## src/rtl/kernel_run_sequencer.sv

```systemverilog
// Batch sequencer: one kernel start per dataset, a gap for bank swap, per-run write/cycle checks.
// Define KERNEL_RUN_SEQ_WATCHDOG_EN to abort a batch when a run exceeds TIMEOUT_CYCLES.
module kernel_run_sequencer #(
  parameter int DATASET_NUM    = 8,
  parameter int EXPECTED_OUT   = 64,
  parameter int START_DELAY    = 4,
  parameter int CNT_WIDTH      = 32,
  parameter int TIMEOUT_CYCLES = 1048576,
  localparam int DS_W = (DATASET_NUM > 1) ? $clog2(DATASET_NUM) : 1
) (
  input  logic                 ap_clk,
  input  logic                 ap_rst,
  input  logic                 trig,
  output logic                 k_start,
  input  logic                 k_done,
  input  logic                 out_write,
  output logic                 busy,
  output logic                 batch_done,
  output logic [DS_W-1:0]      cur_dataset,
  output logic [CNT_WIDTH-1:0] run_cycles,
  output logic                 err_count,
  output logic                 err_timeout
);

  localparam int OC_W  = $clog2(EXPECTED_OUT) + 2;
  localparam int GAP_W = (START_DELAY > 1) ? $clog2(START_DELAY) : 1;
  localparam logic [DS_W-1:0]      DS_LAST     = DS_W'(DATASET_NUM - 1);
  localparam logic [OC_W-1:0]      OUT_EXP     = OC_W'(EXPECTED_OUT);
  localparam logic [GAP_W-1:0]     GAP_LAST    = GAP_W'((START_DELAY > 0) ? START_DELAY - 1 : 0);
  localparam logic [CNT_WIDTH-1:0] TIMEOUT_LIM = CNT_WIDTH'(TIMEOUT_CYCLES);

  typedef enum logic [2:0] {S_IDLE, S_START, S_RUN, S_GAP, S_DONE} state_t;

  state_t               state_q;
  logic                 trig_q;
  logic [DS_W-1:0]      cur_dataset_q;
  logic [CNT_WIDTH-1:0] cyc_cnt_q, cyc_cnt_d;
  logic [OC_W-1:0]      out_cnt_q, out_cnt_d;
  logic [GAP_W-1:0]     gap_cnt_q;
  logic [CNT_WIDTH-1:0] run_cycles_q;
  logic                 err_count_q;
  logic                 batch_done_q;
  logic                 trig_rise;
  logic                 timeout_hit;

  // Both counters saturate; the _d values already include the current cycle / write.
  assign cyc_cnt_d = (&cyc_cnt_q) ? cyc_cnt_q : cyc_cnt_q + 1'b1;
  assign out_cnt_d = (out_write && !(&out_cnt_q)) ? out_cnt_q + 1'b1 : out_cnt_q;
  assign trig_rise = trig && !trig_q;

`ifdef KERNEL_RUN_SEQ_WATCHDOG_EN
  logic err_timeout_q;

  // k_done in the limit cycle wins over the timeout.
  assign timeout_hit = (state_q == S_RUN) && !k_done && (cyc_cnt_d >= TIMEOUT_LIM);

  always_ff @(posedge ap_clk or posedge ap_rst) begin
    if (ap_rst) begin
      err_timeout_q <= 1'b0;
    end else if (state_q == S_IDLE && trig_rise) begin
      err_timeout_q <= 1'b0;
    end else if (timeout_hit) begin
      err_timeout_q <= 1'b1;
    end
  end

  assign err_timeout = err_timeout_q;
`else
  logic unused_timeout_lim;

  assign timeout_hit        = 1'b0;
  assign err_timeout        = 1'b0;
  assign unused_timeout_lim = ^TIMEOUT_LIM;
`endif

  always_ff @(posedge ap_clk or posedge ap_rst) begin
    if (ap_rst) begin
      state_q       <= S_IDLE;
      trig_q        <= 1'b0;
      cur_dataset_q <= '0;
      cyc_cnt_q     <= '0;
      out_cnt_q     <= '0;
      gap_cnt_q     <= '0;
      run_cycles_q  <= '0;
      err_count_q   <= 1'b0;
      batch_done_q  <= 1'b0;
    end else begin
      trig_q <= trig;
      case (state_q)
        S_IDLE: begin
          if (trig_rise) begin
            state_q       <= S_START;
            cur_dataset_q <= '0;
            err_count_q   <= 1'b0;
            batch_done_q  <= 1'b0;
            out_cnt_q     <= '0;
          end
        end
        S_START: begin
          cyc_cnt_q <= '0;
          out_cnt_q <= '0;
          state_q   <= S_RUN;
        end
        S_RUN: begin
          cyc_cnt_q <= cyc_cnt_d;
          out_cnt_q <= out_cnt_d;
          if (k_done) begin
            run_cycles_q <= cyc_cnt_d;
            if (out_cnt_d != OUT_EXP) begin
              err_count_q <= 1'b1;
            end
            if (cur_dataset_q == DS_LAST) begin
              state_q      <= S_DONE;
              batch_done_q <= 1'b1;
            end else begin
              cur_dataset_q <= cur_dataset_q + 1'b1;
              gap_cnt_q     <= '0;
              state_q       <= (START_DELAY == 0) ? S_START : S_GAP;
            end
          end else if (timeout_hit) begin
            run_cycles_q <= TIMEOUT_LIM;
            state_q      <= S_DONE;
            batch_done_q <= 1'b1;
          end
        end
        S_GAP: begin
          if (gap_cnt_q == GAP_LAST) begin
            state_q <= S_START;
          end else begin
            gap_cnt_q <= gap_cnt_q + 1'b1;
          end
        end
        S_DONE: begin
          // Requiring trig low first means a held trigger cannot start another batch.
          if (!trig) begin
            state_q <= S_IDLE;
          end
        end
        default: state_q <= S_IDLE;
      endcase
    end
  end

  assign k_start     = (state_q == S_START);
  assign busy        = (state_q == S_START) || (state_q == S_RUN) || (state_q == S_GAP);
  assign batch_done  = batch_done_q;
  assign cur_dataset = cur_dataset_q;
  assign run_cycles  = run_cycles_q;
  assign err_count   = err_count_q;

endmodule
```

## config.mk

```make
export PLATFORM = sky130hd
export DESIGN_NAME = kernel_run_sequencer
export DESIGN_NICKNAME = d
export VERILOG_FILES = /design/src/rtl/kernel_run_sequencer.sv
export SDC_FILE = /design/constraint.sdc
export NUM_CORES = 1
export LEC_CHECK = 0
export CAP_MARGIN = 0
export CORE_MARGIN = 5
export CORE_UTILIZATION = 25
export CTS_BUF_LIST = sky130_fd_sc_hd__clkbuf_8
export DETAILED_ROUTE_END_ITERATION = 10
export PLACE_DENSITY = 0.52
export RECOVER_POWER = 50
export SETUP_SLACK_MARGIN = 0.15
export SLEW_MARGIN = 15
export SYNTH_ARGS = -nofsm -noshare
export SYNTH_HDL_FRONTEND = slang
export SYNTH_SLANG_ARGS = --single-unit
```

## constraint.sdc

```tcl
create_clock -name ap_clk -period 3.4 [get_ports ap_clk]
set_clock_uncertainty 0.1 [all_clocks]
set_input_delay 0.51 -clock ap_clk [delete_from_list [all_inputs] [get_ports ap_clk]]
set_output_delay 0.51 -clock ap_clk [all_outputs]
set_load 0.02 [all_outputs]
```

==> run_results.csv, run 1 <==
group,metric,value,unit
run_status,outcome,"finished with violations",
run_status,violations,"max-capacitance violations, max-slew violations",
floorplanning,die_y,149,µm
place,gp_congestion,0.831,
timing,slew_headroom,-33.2,%
layout,nets,549,
floorplanning,start_util,25.6,%
layout,final_cell_mix,"83 x dfrtp_1, 65 x nand2_1, 43 x o21ai_0",
detailed_routing,wl_met3,557,µm
timing,timing_hold_violations_final,0,
layout,final_layout_size_suffix_gt1_share,9.94,%
synthesis,syn_area_per_cell,9.29,µm²
worst_setup_path,cp-end-kind,"output port",
place,place_hpwl,8.53,mm
clock_network,htree_levels,3,
synthesis,netlist_top_cells_area,"dfrtp_1 43%, nand2_1 5.1%, o21ai_0 4.5%, xnor2_1 4.2%, a31oi_1 3.2%",
clock_network,cts.path.max_buffers,2,
detailed_routing,wl,12.0,mm
clock_network,cts_setup_buffers,0,
timing,fmax,0.336,GHz
clock_network,cts.hold.buffers_added,0,
layout,fin_cells,803,
timing,grt_setup_unrepaired,"no",
power_and_ir_drop,p_leak,2.29,nW
synthesis,synth_edf_count,0,
global_routing,antenna_found_initial,0,
detailed_routing,drt-pass1-iter-count,4,
clock_network,cts_root_buf,"clkbuf_8",
worst_setup_path,criticalPathCategory,"register to output port",
clock_network,cts_made_buffers,9,
timing,tns,0,ns
global_routing,grt_max_degree,44,
hold_path,hold_path.class,"register to register",
layout,final_util,30.0,%
floorplanning,io_pins,45,
synthesis,seq_area_frac_synth,43.2,%
timing,finalCritPeriodShare,87.5,%
clock_network,ctsResizeCount,0,
place,io_buffers,43,
synthesis,yosysWarnings,0,
global_routing,grt_use_total,11.4,%
floorplanning,rows,50,
synthesis,syn_nets,528,
power_and_ir_drop,p_total,0.00321,W
synthesis,syn-cell-area,4810,µm²
detailed_routing,highest_layer,"met4",
synthesis,synth.distinct_cells,69,
synthesis,yosys.area.top_type,"dfrtp_1",
detailed_routing,viasPerCell,5.01,
worst_setup_path,required,2.79,ns
timing,hold_ws,0.376,ns
global_routing,grt_pass1_wl,20.5,mm
clock_network,clock-sinks,83,
flow_run,maxCapViolations,2,
power_and_ir_drop,powerDensity,568,nW/µm²
global_routing,gr-total-overflow,0,
detailed_routing,wl_met1,5.65,mm
floorplanning,die_w,149,µm
clock_network,clk_pin_slew,0.08,ns
global_routing,grt_pass1_vias,4018,
layout,areaGrowthSynthToFinish,17.5,%
timing,post-route-min-period,2.97,ns
detailed_routing,drt_iter0_drc,187,
floorplanning,dieArea,22100,µm²
timing,setup_viol,0,
clock_network,clk_latency,0.36,ns
layout,n_fill_cell,1967,
detailed_routing,post_drt_wl_per_cell,14.9,µm
detailed_routing,drc,0,
synthesis,ys.flop_type,"dfrtp_1",
place,dp_cells,788,
timing,tightest_slew,1.99,ns
worst_setup_path,crit_arrival,2.36,ns
detailed_routing,wl_met2,5.58,mm
synthesis,synthCells,518,
synthesis,yosysTopAreaCellShare,43.2,%
timing,slew_violations,80,
synthesis,ys_ff_latch,83,
floorplanning,coreArea,18800,µm²
worst_setup_path,crit_fanout,13,
synthesis,ys_async_sr_fraction,100,%
detailed_routing,routed-via-count,4020,
layout,final_common_cell,"dfrtp_1",
worst_setup_path,cp-start-kind,"register",
detailed_routing,drtAntennaViolNets,0,
power_and_ir_drop,ir_drop,336,µV
layout,n_antenna_cell,0,
clock_network,cts_tree,"yes",
[power breakdown]
| group | leakage, nW | switching, W | total, W | internal, W |
|---|---|---|---|---|
| Clock | 0.116 | 0.000356 | 0.000778 | 0.000423 |
| Sequential | 1.13 | 0.000154 | 0.00126 | 0.00110 |
| Combinational | 1.05 | 0.000756 | 0.00118 | 0.000419 |
| Total | 2.29 | 0.00127 | 0.00321 | 0.00194 |
[registers in the layout (all words and copies together) (netlist names)]
signal and count:
state_q 3, out_cnt_q 8, cur_dataset 3, trig_q 1, gap_cnt_q 2, run_cycles 32
cyc_cnt_q 32, err_count 1, batch_done 1
[layout make-up]
type	count	area, µm²	share of cell area [%]
clock buffers	10	138	2.43
clock inverters	5	71.3	1.26
inverters	13	50.0	0.885
multi-input cells	380	2490	44.0
flip-flops and latches	83	2080	36.7
well taps	260	325	5.75
repair buffers	52	504	8.91
[through the flow]
| stage | area [µm²] | setup slack (ns) |
|---|---|---|
| 5_1_grt | 5660 | 0.249 |
| 2_1_floorplan | 4810 | 0.653 |
| 6_report | 5660 | 0.426 |
| 3_3_place_gp | 5450 | 0.847 |
| 3_5_place_dp | 5450 | 0.813 |
| 4_1_cts | 5660 | 0.403 |
[layer usage]
| metal | track usage, % | vias up |
|---|---|---|
| met2 | 17.7 | 89 |
| met4 | 4.03 | 0 |
| met3 | 2.98 | 17 |
| met5 | 0 | - |
| met1 | 15.5 | 1977 |
| li1 | - | 1937 |
[worst paths after layout]
kind,end,depth (start not counted),from,slack (ns)
max in group asynchronous,cyc_cnt_q[19],3,ap_rst,1.26
hold reg to reg,run_cycles[29],2,run_cycles[29],0.38
hold / removal,run_cycles[29],2,run_cycles[29],0.38
setup / recovery,k_start,3,state_q[0],0.43
min in group asynchronous,cyc_cnt_q[7],2,ap_rst,1.02
setup reg to reg,cyc_cnt_q[0],4,state_q[0],0.55
[synth_stat cells (all sizes together) (11+ instances only)]
master and count:
buf 18, nor4 11, xnor2 23, nand4 16
nor3 11, clkbuf 24, nand3 25, a21oi 30
o21ai 55, nor2 19, dfrtp 83, a31oi 25
inv 13, nand2 66
[logic make-up (layout without fill, tap and decap cells)]
| group | after synthesis | after routing | synth area share, % |
|---|---|---|---|
| xor gates and xnor gates | 24 | 24 | 4.37 |
| DFF | 83 | 83 | 43.2 |
| adders and majority gates | 5 | 5 | 1.30 |
| and+or+nand+nor | 188 | 188 | 23.6 |
| other | 1 | 1 | 0.0779 |
| AOI/OAI and AO/OA | 159 | 159 | 21.6 |
| buffers and inverters | 55 | 80 | 5.28 |
| muxes | 3 | 3 | 0.676 |
[critical path: stages, from the launching register on]
cell and delay (ns):
dfrtp_1 0.59, or3b_2 0.62, inv_1 0.15, clkdlybuf4s50_1 0.63
No activity file was read; power rests on OpenSTA's default activity.
==> run 2, diff against run 1 <==
Settings changed: CORE_UTILIZATION 25 to 60, CTS_CLUSTER_SIZE set to 28, PLACE_DENSITY 0.52 to 0.94, RECOVER_POWER 50 to 25.
==> run 2 against run 1 <==
Net effect:
- the flow now finishes without violations
- combinational power about the same
- routed wire length down 7.1%
- via count increased by 2.6%
- sequential power about the same
- final cell count shrank 20%
- register-to-register slack improved by 0.36 ns
- critical path depth did not move
- hold slack better by 0.00064 ns
==> run_results.csv, run 2 (synthesis results as in run 1) <==
group,metric,value,unit
layout,n_antenna_cell,0,
clock_network,ctsResizeCount,0,
detailed_routing,wl,11.1,mm
detailed_routing,drt_iter0_drc,288,
clock_network,cts_setup_buffers,0,
power_and_ir_drop,clockPowerShare,22.5,%
power_and_ir_drop,p_total,0.00314,W
global_routing,grt_pass1_wl,19.1,mm
timing,grt_setup_unrepaired,"no",
timing,finalCritPeriodShare,86.2,%
layout,nets,548,
timing,timing_hold_violations_final,0,
hold_path,min_path_cells,2,
timing,hold_ws,0.377,ns
place,gp_congestion,0.918,
floorplanning,coreArea,7770,µm²
power_and_ir_drop,powerDensity,577,nW/µm²
detailed_routing,drtAntennaViolNets,0,
power_and_ir_drop,power.switching,0.00126,W
clock_network,clock-sinks,83,
power_and_ir_drop,pwr-share-seq,40.1,%
worst_setup_path,r2r_slack,0.91,ns
clock_network,clk_pin_slew,0.08,ns
layout,final_layout_size_suffix_gt1_share,10.3,%
hold_path,hold_path.class,"register to register",
floorplanning,start_util,62.0,%
power_and_ir_drop,internal_power,0.00188,W
floorplanning,die_w,99.6,µm
layout,final_cell_mix,"83 x dfrtp_1, 66 x nand2_1, 43 x o21ai_0",
hold_path,min_from,"run_cycles[7]",
global_routing,grt_pass1_vias,3830,
worst_setup_path,crit_fanout,13,
clock_network,cts.hold.buffers_added,0,
global_routing,grt_use_total,23.7,%
detailed_routing,viasPerCell,6.40,
timing,tightest_slew,1.40,ns
clock_network,cts_made_buffers,9,
worst_setup_path,regToRegEndpoint,"cyc_cnt_q[9]",
detailed_routing,post_drt_wl_per_cell,17.3,µm
place,io_buffers,43,
worst_setup_path,reg2reg_depth,5,
clock_network,cts.path.max_buffers,2,
timing,fmax,0.341,GHz
floorplanning,rows,32,
worst_setup_path,worstReg2RegStart,"state_q[0]",
worst_setup_path,required,2.79,ns
run_status,outcome,"complete, no violations",
hold_path,hold_end,"run_cycles[7]",
worst_setup_path,cp-start-kind,"register",
worst_setup_path,crit_arrival,2.32,ns
timing,tns,0,ns
detailed_routing,routed-via-count,4125,
floorplanning,dieArea,9910,µm²
floorplanning,io_pins,45,
detailed_routing,drt-pass1-iter-count,5,
power_and_ir_drop,ir_drop,496,µV
timing,slew_violations,0,
power_and_ir_drop,swShare,40.2,%
timing,setup_viol,0,
timing,slew_headroom,6.19,%
flow_run,maxCapViolations,0,
power_and_ir_drop,p_leak,2.24,nW
detailed_routing,drc,0,
layout,areaGrowthSynthToFinish,13.0,%
worst_setup_path,cp-end-kind,"output port",
clock_network,clk_latency,0.36,ns
clock_network,cts_tree,"yes",
layout,final_util,70.0,%
clock_network,cts_root_buf,"clkbuf_8",
layout,final_common_cell,"dfrtp_1",
worst_setup_path,criticalPathCategory,"register to output port",
place,place_hpwl,7.77,mm
clock_network,htree_levels,3,
power_and_ir_drop,comb_power_share,37.4,%
global_routing,antenna_found_initial,0,
floorplanning,die_y,99.6,µm
timing,post-route-min-period,2.93,ns
global_routing,gr-total-overflow,0,
global_routing,grt_max_degree,54,
## run 2: cell count changes in the layout (fill, tap and decap cells not counted), moves of 2 or more
cell,delta
clkdlybuf4s50_1,+11
clkinv_2,+3
dlygate4sd3_1,-11
inv_1,-2
## run 2: cell type report
type | instances | area [µm²]
clock inverters | 6 | 56.3
well taps | 102 | 128
clock buffers | 10 | 138
flip-flops and latches | 83 | 2080
multi-input cells | 380 | 2490
inverters | 13 | 50.0
fillers | 600 | 2330
repair buffers | 51 | 503
## run 2: metrics by stage
| stage | cells | setup WS, ns | area [µm²] |
|---|---|---|---|
| 6_report | 645 | 0.468 | 5440 |
| 3_5_place_dp | 629 | 0.836 | 5250 |
| 2_1_floorplan | 518 | 0.653 | 4810 |
| 5_1_grt | 645 | 0.387 | 5440 |
| 3_3_place_gp | 629 | 0.899 | 5250 |
| 4_1_cts | 645 | 0.473 | 5440 |
## run 2: worst max-delay path, cell delays in order (launching register included)
cell and delay (ns):
dfrtp_1 0.59, or3b_2 0.61, inv_1 0.14, clkdlybuf4s50_1 0.62
## run 2: worst max path at each step
stage	from	end	slack, ns	depth (start not counted)
floorplan	ap_rst	batch_done	0.65	1
global placement	state_q[0]	k_start	0.90	3
detailed placement	trig	gap_cnt_q[0]	0.84	6
CTS	state_q[0]	k_start	0.47	3
global route	state_q[0]	k_start	0.39	3
finish	state_q[0]	k_start	0.47	3
## run 2: power by group through the flow
| stage | combinational, W | clock [W] | sequential, W |
|---|---|---|---|
| after floorplan | 0.000772 | 0 | 0.00126 |
| after global placement | 0.00110 | 0 | 0.00126 |
| after detailed placement | 0.00115 | 0 | 0.00127 |
| after CTS | 0.00117 | 0.000709 | 0.00125 |
| after global routing | 0.00129 | 0.000755 | 0.00128 |
| final | 0.00118 | 0.000706 | 0.00126 |
## run 2: per-layer routing
metal	track usage [%]	wire, µm	vias up
met2	37.4	5360	179
met5	0	0	-
li1	-	-	1940
met3	4.77	738	32
met4	8.72	256	0
met1	32.5	4780	1974
